File: src/rtl/crypto_tx_pkg.sv
`default_nettype none
// ============================================================================
// Package : crypto_tx_pkg
// Shared block geometry, cipher FSM state type and block type.
// Rev     : 1.0
// ============================================================================
package crypto_tx_pkg;

    localparam int BLOCK_BYTES = 16;

    typedef enum logic [1:0] {
        C_IDLE = 2'd0,
        C_BUSY = 2'd1,
        C_HOLD = 2'd2
    } cipher_state_t;

    typedef logic [15:0][7:0] block_t;

endpackage
`default_nettype wire

File: src/rtl/crypto_tx_scheduler_if.sv
`default_nettype none
// ============================================================================
// Interface : crypto_tx_scheduler_if
// Sample, cipher and tx handshake bundle. master = scheduler, slave = env.
// Rev       : 1.0
// ============================================================================
interface crypto_tx_scheduler_if #(
    parameter int DROP_CNT_W = 8
);
    logic                  enable_in;
    logic                  sample_valid_in;
    logic [7:0]            sample_in;
    logic                  cipher_start_out;
    logic [127:0]          cipher_block_out;
    logic                  cipher_valid_in;
    logic [127:0]          cipher_block_in;
    logic                  tx_valid_out;
    logic [7:0]            tx_byte_out;
    logic                  tx_busy_in;
    logic                  busy_out;
    logic [DROP_CNT_W-1:0] drop_count_out;
    logic                  timeout_err_out;

    modport master (
        input  enable_in, sample_valid_in, sample_in,
        input  cipher_valid_in, cipher_block_in, tx_busy_in,
        output cipher_start_out, cipher_block_out,
        output tx_valid_out, tx_byte_out,
        output busy_out, drop_count_out, timeout_err_out
    );

    modport slave (
        output enable_in, sample_valid_in, sample_in,
        output cipher_valid_in, cipher_block_in, tx_busy_in,
        input  cipher_start_out, cipher_block_out,
        input  tx_valid_out, tx_byte_out,
        input  busy_out, drop_count_out, timeout_err_out
    );
endinterface
`default_nettype wire

File: src/rtl/block_drain.sv
`default_nettype none
// ============================================================================
// Module : block_drain
// Holds one encoded block and emits it a byte per pacing tick, stalling on tx busy.
// Rev    : 1.0
// ============================================================================
module block_drain
    import crypto_tx_pkg::*;
(
    input  logic       clk_in,
    input  logic       rst_n_in,
    input  logic       load,
    input  block_t     load_block,
    input  logic       tick,
    input  logic       tx_busy,
    output logic       tx_valid,
    output logic [7:0] tx_byte,
    output logic       empty
);
    block_t     enc;
    logic [3:0] didx;
    logic       full;

    // load is only ever requested while empty, so it never races an emit
    always_ff @(posedge clk_in or negedge rst_n_in) begin
        if (!rst_n_in) begin
            enc      <= '0;
            didx     <= 4'd0;
            full     <= 1'b0;
            tx_valid <= 1'b0;
            tx_byte  <= 8'd0;
        end else begin
            tx_valid <= 1'b0;
            if (load) begin
                enc  <= load_block;
                didx <= 4'd0;
                full <= 1'b1;
            end else if (full && tick && !tx_busy) begin
                tx_valid <= 1'b1;
                tx_byte  <= enc[didx];
                didx     <= didx + 4'd1;
                if (didx == 4'd15) begin
                    full <= 1'b0;
                end
            end
        end
    end

    assign empty = ~full;

endmodule
`default_nettype wire

File: src/rtl/crypto_tx_scheduler.sv
`default_nettype none
// ============================================================================
// Module : crypto_tx_scheduler
// Audio samples -> 16-byte blocks -> cipher -> paced byte drain to tx.
// Option : CRYPTO_TX_BYPASS_EN skips the cipher (plaintext goes to the drain).
// Rev    : 1.0
// ============================================================================
module crypto_tx_scheduler #(
    parameter int BLOCK_BYTES    = crypto_tx_pkg::BLOCK_BYTES,
    parameter int CIPHER_TIMEOUT = 4096,
    parameter int DROP_CNT_W     = 8
) (
    input  logic                  clk_in,
    input  logic                  rst_n_in,
    crypto_tx_scheduler_if.master bus
);
    import crypto_tx_pkg::*;

    localparam int                 TIMER_W    = (CIPHER_TIMEOUT > 1) ? $clog2(CIPHER_TIMEOUT) : 1;
    localparam logic [3:0]         LAST_IDX   = 4'(BLOCK_BYTES - 1);
    localparam logic [TIMER_W-1:0] TIMER_LAST = TIMER_W'(CIPHER_TIMEOUT - 1);

    cipher_state_t         state;
    block_t                fill;
    block_t                w_block;
    block_t                hold;
    block_t                blk_out;
    block_t                w_load_block;
    logic [3:0]            idx;
    logic [TIMER_W-1:0]    timer;
    logic [DROP_CNT_W-1:0] drops;
    logic                  start_r;
    logic                  err;
    logic                  w_complete;
    logic                  w_load;
    logic                  drain_empty;
    logic                  tx_valid;
    logic [7:0]            tx_byte;

    always_comb begin
        w_block      = fill;
        w_block[idx] = bus.sample_in;
        w_complete   = bus.sample_valid_in && bus.enable_in && (idx == LAST_IDX);
`ifdef CRYPTO_TX_BYPASS_EN
        w_load       = (state == C_HOLD) && drain_empty;
        w_load_block = hold;
`else
        // Direct load: the cipher result goes straight into an empty drain
        w_load       = drain_empty &&
                       (((state == C_BUSY) && bus.cipher_valid_in) || (state == C_HOLD));
        w_load_block = (state == C_BUSY) ? block_t'(bus.cipher_block_in) : hold;
`endif
    end

    always_ff @(posedge clk_in or negedge rst_n_in) begin
        if (!rst_n_in) begin
            fill  <= '0;
            idx   <= 4'd0;
            drops <= '0;
        end else if (!bus.enable_in) begin
            idx <= 4'd0;
        end else if (bus.sample_valid_in) begin
            fill[idx] <= bus.sample_in;
            idx       <= w_complete ? 4'd0 : idx + 4'd1;
            if (w_complete && (state != C_IDLE) && (drops != {DROP_CNT_W{1'b1}})) begin
                drops <= drops + 1'b1;
            end
        end
    end

    always_ff @(posedge clk_in or negedge rst_n_in) begin
        if (!rst_n_in) begin
            state   <= C_IDLE;
            hold    <= '0;
            blk_out <= '0;
            timer   <= '0;
            start_r <= 1'b0;
            err     <= 1'b0;
        end else begin
            start_r <= 1'b0;
            case (state)
                C_IDLE: begin
                    if (w_complete) begin
                        blk_out <= w_block;
`ifdef CRYPTO_TX_BYPASS_EN
                        hold  <= w_block;
                        state <= C_HOLD;
`else
                        start_r <= 1'b1;
                        timer   <= '0;
                        state   <= C_BUSY;
`endif
                    end
                end
                C_BUSY: begin
                    if (bus.cipher_valid_in) begin
                        hold  <= bus.cipher_block_in;
                        state <= drain_empty ? C_IDLE : C_HOLD;
                    end else if (timer == TIMER_LAST) begin
                        err   <= 1'b1;
                        state <= C_IDLE;
                    end else begin
                        timer <= timer + 1'b1;
                    end
                end
                C_HOLD: begin
                    if (drain_empty) begin
                        state <= C_IDLE;
                    end
                end
                default: state <= C_IDLE;
            endcase
        end
    end

    block_drain u_drain (
        .clk_in     (clk_in),
        .rst_n_in   (rst_n_in),
        .load       (w_load),
        .load_block (w_load_block),
        .tick       (bus.sample_valid_in),
        .tx_busy    (bus.tx_busy_in),
        .tx_valid   (tx_valid),
        .tx_byte    (tx_byte),
        .empty      (drain_empty)
    );

    assign bus.cipher_start_out = start_r;
    assign bus.cipher_block_out = blk_out;
    assign bus.tx_valid_out     = tx_valid;
    assign bus.tx_byte_out      = tx_byte;
    assign bus.busy_out         = (state != C_IDLE) || !drain_empty;
    assign bus.drop_count_out   = drops;
    assign bus.timeout_err_out  = err;

endmodule
`default_nettype wire

File: src/flat_wrapper.sv
// flat-port wrapper written by rule: the top's interface ports become plain ports
module crypto_tx_scheduler_flat import crypto_tx_pkg::*;
#(
    parameter int BLOCK_BYTES    = crypto_tx_pkg::BLOCK_BYTES,
    parameter int CIPHER_TIMEOUT = 4096,
    parameter int DROP_CNT_W     = 8
)
  (clk_in, rst_n_in, bus_enable_in, bus_sample_valid_in, bus_sample_in, bus_cipher_valid_in, bus_cipher_block_in, bus_tx_busy_in, bus_cipher_start_out, bus_cipher_block_out, bus_tx_valid_out, bus_tx_byte_out, bus_busy_out, bus_drop_count_out, bus_timeout_err_out);
  crypto_tx_scheduler_if #(.DROP_CNT_W(DROP_CNT_W)) bus_i ();
  input  logic clk_in;
  input  logic rst_n_in;
  input wire logic [$bits(bus_i.enable_in)-1:0] bus_enable_in;
  input wire logic [$bits(bus_i.sample_valid_in)-1:0] bus_sample_valid_in;
  input wire logic [$bits(bus_i.sample_in)-1:0] bus_sample_in;
  input wire logic [$bits(bus_i.cipher_valid_in)-1:0] bus_cipher_valid_in;
  input wire logic [$bits(bus_i.cipher_block_in)-1:0] bus_cipher_block_in;
  input wire logic [$bits(bus_i.tx_busy_in)-1:0] bus_tx_busy_in;
  output wire logic [$bits(bus_i.cipher_start_out)-1:0] bus_cipher_start_out;
  output wire logic [$bits(bus_i.cipher_block_out)-1:0] bus_cipher_block_out;
  output wire logic [$bits(bus_i.tx_valid_out)-1:0] bus_tx_valid_out;
  output wire logic [$bits(bus_i.tx_byte_out)-1:0] bus_tx_byte_out;
  output wire logic [$bits(bus_i.busy_out)-1:0] bus_busy_out;
  output wire logic [$bits(bus_i.drop_count_out)-1:0] bus_drop_count_out;
  output wire logic [$bits(bus_i.timeout_err_out)-1:0] bus_timeout_err_out;
  assign bus_i.enable_in = bus_enable_in;
  assign bus_i.sample_valid_in = bus_sample_valid_in;
  assign bus_i.sample_in = bus_sample_in;
  assign bus_i.cipher_valid_in = bus_cipher_valid_in;
  assign bus_i.cipher_block_in = bus_cipher_block_in;
  assign bus_i.tx_busy_in = bus_tx_busy_in;
  assign bus_cipher_start_out = bus_i.cipher_start_out;
  assign bus_cipher_block_out = bus_i.cipher_block_out;
  assign bus_tx_valid_out = bus_i.tx_valid_out;
  assign bus_tx_byte_out = bus_i.tx_byte_out;
  assign bus_busy_out = bus_i.busy_out;
  assign bus_drop_count_out = bus_i.drop_count_out;
  assign bus_timeout_err_out = bus_i.timeout_err_out;
  crypto_tx_scheduler #(.BLOCK_BYTES(BLOCK_BYTES), .CIPHER_TIMEOUT(CIPHER_TIMEOUT), .DROP_CNT_W(DROP_CNT_W)) u_core (.clk_in(clk_in), .rst_n_in(rst_n_in), .bus(bus_i));
endmodule
File: config.mk
export PLATFORM = sky130hd
export DESIGN_NAME = crypto_tx_scheduler_flat
export DESIGN_NICKNAME = d
export VERILOG_FILES = /design/src/rtl/crypto_tx_pkg.sv /design/src/rtl/crypto_tx_scheduler_if.sv /design/src/rtl/block_drain.sv /design/src/rtl/crypto_tx_scheduler.sv /design/src/flat_wrapper.sv
export SDC_FILE = /design/constraint.sdc
export NUM_CORES = 1
export LEC_CHECK = 0
export CAP_MARGIN = 20
export CORE_UTILIZATION = 35
export CTS_CLUSTER_SIZE = 24
export DETAILED_ROUTE_END_ITERATION = 6
export GPL_ROUTABILITY_DRIVEN = 1
export GPL_TIMING_DRIVEN = 0
export PLACE_DENSITY_LB_ADDON = 0.15
export SLEW_MARGIN = 15
export SYNTH_ARGS = -nofsm -noshare
export SYNTH_HDL_FRONTEND = slang
export SYNTH_HIERARCHICAL = 1
export SYNTH_SLANG_ARGS = --single-unit
File: constraint.sdc
create_clock -name clk_in -period 2.6 [get_ports clk_in]
set_input_delay 0.52 -clock clk_in [delete_from_list [all_inputs] [get_ports clk_in]]
set_output_delay 0.52 -clock clk_in [all_outputs]
set_load 0.02 [all_outputs]
==> impl_metrics.py <==
metrics = {
    "synthesis": {
        "yosys_warnings": 6,
        "synthMuxAreaShare": 0.317,
        "syn-num-nets": 1979,
        "synth_cell_type_count": 61,
        "synth-simple-area-share": 0.0474,
        "synth_xor_area_frac": 0.00321,
        "synth_adder_area_share": 0.00356,
        "synthesis.area_um2": 24600,
        "synth_edf_count": 0,
        "avgSynthCellArea_um2": 13.4,
        "synth-seq-cells": 546,
        "synthArstFlopShare": 1.00,
        "synth-main-ff-cell": "dfrtp_1",
        "ys_seq_area_frac": 0.556,
        "synth_compound_area_frac": 0.0446,
        "synth_top_family_by_area": "multiplexers",
        "syn_inst": 1830,
    },
    "setup_path": {
        "r2r-end": "u_core/bus.cipher_block_out[93]$_DFFE_PN0P_",
        "slowest_delay_ps": 650,
        "critPathLaunchType": "input pin",
        "critPathMaxFanout": 10,
        "slowest_stage": "clkdlybuf4s50_1",
        "cp_num_buf_inv": 5,
        "worstPathArrival_ps": 2910,
        "r2r-start": "u_core/idx[1]$_DFFE_PN0P_",
        "cp_common_cell": "buf_2",
        "worstPathRequired_ps": 3030,
        "crit_cells": 9,
        "r2r_cells": 8,
        "path_class": "in -> reg",
        "critPathCaptureType": "flop",
        "cp_top_family": "buffers and inverters",
        "r2r_slack_ps": 160,
        "crit_path_cell_trace": "clkdlybuf4s50_1, buf_2, and3_1, nand2_2, buf_4, clkbuf_4, buf_2, nand2_1, o21ai_0",
    },
    "floorplan": {
        "die_area_um2": 71300,
        "rows": 96,
        "core_um2": 69100,
        "top_level_ports": 290,
        "initial_core_util": 0.356,
        "die_width_um": 267,
        "die_h_um": 267,
    },
    "status": {
        "outcome": "completed",
    },
    "sta": {
        "post-route-period-util": 0.952,
        "whs_ps": 388,
        "hold_viol": 0,
        "slew_headroom": 0.409,
        "fin_crit_ps": 2480,
        "worst_slack_ps": 125,
        "setup_violations": 0,
        "rsz0062_at_grt": "false",
        "fin_worst_skew_ps": 25.0,
        "worst_pin_slew_ps": 886,
        "drv_slew": 0,
        "fmax_ghz": 0.404,
    },
    "final_layout": {
        "finalInstanceArea_um2": 31100,
        "final_common_cell": "dfrtp_1",
        "syn2layout_area_growth_pct": 26.3,
        "diodes": 0,
        "final_cell_mix": "dfrtp_1, mux2_2, clkdlybuf4s50_1",
        "final.fill_count": 6313,
        "drive_gt1_frac": 0.339,
        "nNetsFinal": 2342,
    },
    "detailed_routing": {
        "drc_errors": 0,
        "num_vias": 15900,
        "drt-initial-drc-count": 743,
        "ant_nets": 0,
        "post_drt_via_cell_ratio": 5.01,
        "wl_per_cell_um": 21.5,
        "wl_um": 68200,
        "drtPass1Iterations": 5,
    },
    "global_routing": {
        "grt_max_degree": 101,
        "first_global_vias": 16800,
        "grt_pass1_wl_um": 103000,
        "antenna_found_initial": 13,
        "overflow": 0,
        "grtUsageTotal": 0.192,
    },
    "clocking": {
        "clk-insertion-delay-late_ps": 590,
        "clock_sinks": 546,
        "cts_max_level": 3,
        "post_cts_buffers": 0,
        "tritoncts": "built",
        "cts_inserted_buffers": 66,
        "ctsLongestPathBuffers": 3,
        "cts_root_buf": "clkbuf_16",
        "clk_pin_slew_ps": 60,
    },
    "pwr": {
        "p_leak_nw": 15.0,
        "max-vdd-ir-drop_uv": 378,
        "powerDensity_nw_per_um2": 647,
        "power_mw": 20.1,
    },
    "placed_design": {
        "portBuffers": 289,
        "place_ws_ps": -1940,
        "gp_congestion": 0.805,
        "dp_hpwl_um": 49300,
        "placed_area_um2": 28800,
    },
    "job": {
        "max-cap-violations": 0,
    },
    "worst_hold_path": {
        "hold_path_class": "in -> async",
    },
}
-- area by class of cell --
cell class	count	area [um^2]	share of cell area
Inverter	8	30.0	0.000967
Clock inverter	20	191	0.00616
Clock buffer	99	1970	0.0634
Buffer	134	704	0.0227
Timing Repair Buffer	297	3100	0.0997
Tap cell	931	1160	0.0375
Sequential cell	546	13700	0.440
Multi-Input combinational cell	1140	10200	0.330
-- synthesized netlist by cell type (2+ instances only) --
cell	instances	share of area
nand2_2	2	0.00051
dfrtp_1	546	0.56
nand3_1	16	0.0033
o32a_1	8	0.0033
and4_1	2	0.00071
clkbuf_1	54	0.0082
buf_4	10	0.0031
mux4_2	10	0.0092
xnor2_1	3	0.0011
nor3_1	3	0.00061
nor4_1	3	0.00076
o21ai_0	143	0.029
nor3b_1	4	0.0012
a211o_2	2	0.00081
buf_2	69	0.014
nand4_1	9	0.0023
and2_1	4	0.0010
mux2i_1	162	0.066
mux4_1	6	0.0064
nor2_1	19	0.0029
or3b_2	2	0.00071
xor2_1	6	0.0021
a21oi_1	8	0.0016
o22a_1	8	0.0028
nand2b_1	3	0.00076
nand2_1	137	0.021
nor2b_1	6	0.0015
inv_1	7	0.0011
a31oi_1	4	0.0010
and3_1	4	0.0010
nor2_2	11	0.0028
nand3b_1	10	0.0031
mux2_2	515	0.24
ha_1	7	0.0036
-- state kept, by name (all words and copies together) (netlist names) --
name,flops
u_core/u_drain/enc,128
u_core/bus.cipher_start_out,1
u_core/bus.timeout_err_out,1
u_core/state,2
u_core/u_drain/full,1
u_core/u_drain/didx,4
u_core/bus.cipher_block_out,128
u_core/idx,4
u_core/hold,128
u_core/u_drain/tx_byte,8
u_core/timer,12
u_core/u_drain/tx_valid,1
u_core/fill,120
u_core/bus.drop_count_out,8
-- power breakdown --
group	total (mW)	internal (mW)	switching (mW)
registers	8.91	8.77	0.145
clock network	9.14	5.54	3.60
logic	2.06	0.920	1.14
total	20.1	15.2	4.88
-- per-layer routing --
layer | GRT usage | part of all wire | vias up
li1 | - | - | 7272
met1 | 0.245 | 0.43 | 8146
met2 | 0.327 | 0.50 | 346
met3 | 0.0428 | 0.049 | 126
met4 | 0.0530 | 0.022 | 24
met5 | 0 | 0.0021 | -
-- logic make-up after synthesis --
kind of cell               Yosys count
AOI/OAI and AO/OA                  188
muxes                              693
and+or+nand+nor                    243
DFF                                546
adders and majority gates            7
buffers and inverters              144
xor gates and xnor gates             9
-- repair_timing --
item,CTS,global route
hold buffers,1,0
endpoints found under the setup margin,143,202
cloned,0,1
resized for setup,23,8
endpoints found under the hold margin,35,0
-- worst max-delay path by stage --
stage	start	end	slack (ps)
after floorplan	u_core/state[1]$_DFFE_PN0P_	u_core/u_drain/enc[19]$_DFFE_PN0P_	140
after global placement	rst_n_in	u_core/hold[58]$_DFFE_PN0P_	-23750
after detailed placement	bus_cipher_valid_in	u_core/u_drain/enc[22]$_DFFE_PN0P_	-1940
after CTS	bus_sample_valid_in	u_core/bus.cipher_block_out[33]$_DFFE_PN0P_	20
after global routing	u_core/state[0]$_DFFE_PN0P_	u_core/u_drain/tx_byte[6]$_DFFE_PN0P_	20
final	bus_sample_valid_in	u_core/bus.cipher_block_out[93]$_DFFE_PN0P_	120
-- through the flow --
stage,cells,TNS [ps],util
global placement,3050,-,0.415
detailed placement,3056,-311640,0.417
floorplan,1830,0,-
finish,3175,0,0.450
CTS,3175,0,0.449
global route,3175,0,0.450
(Power assumes the default switching activity.)
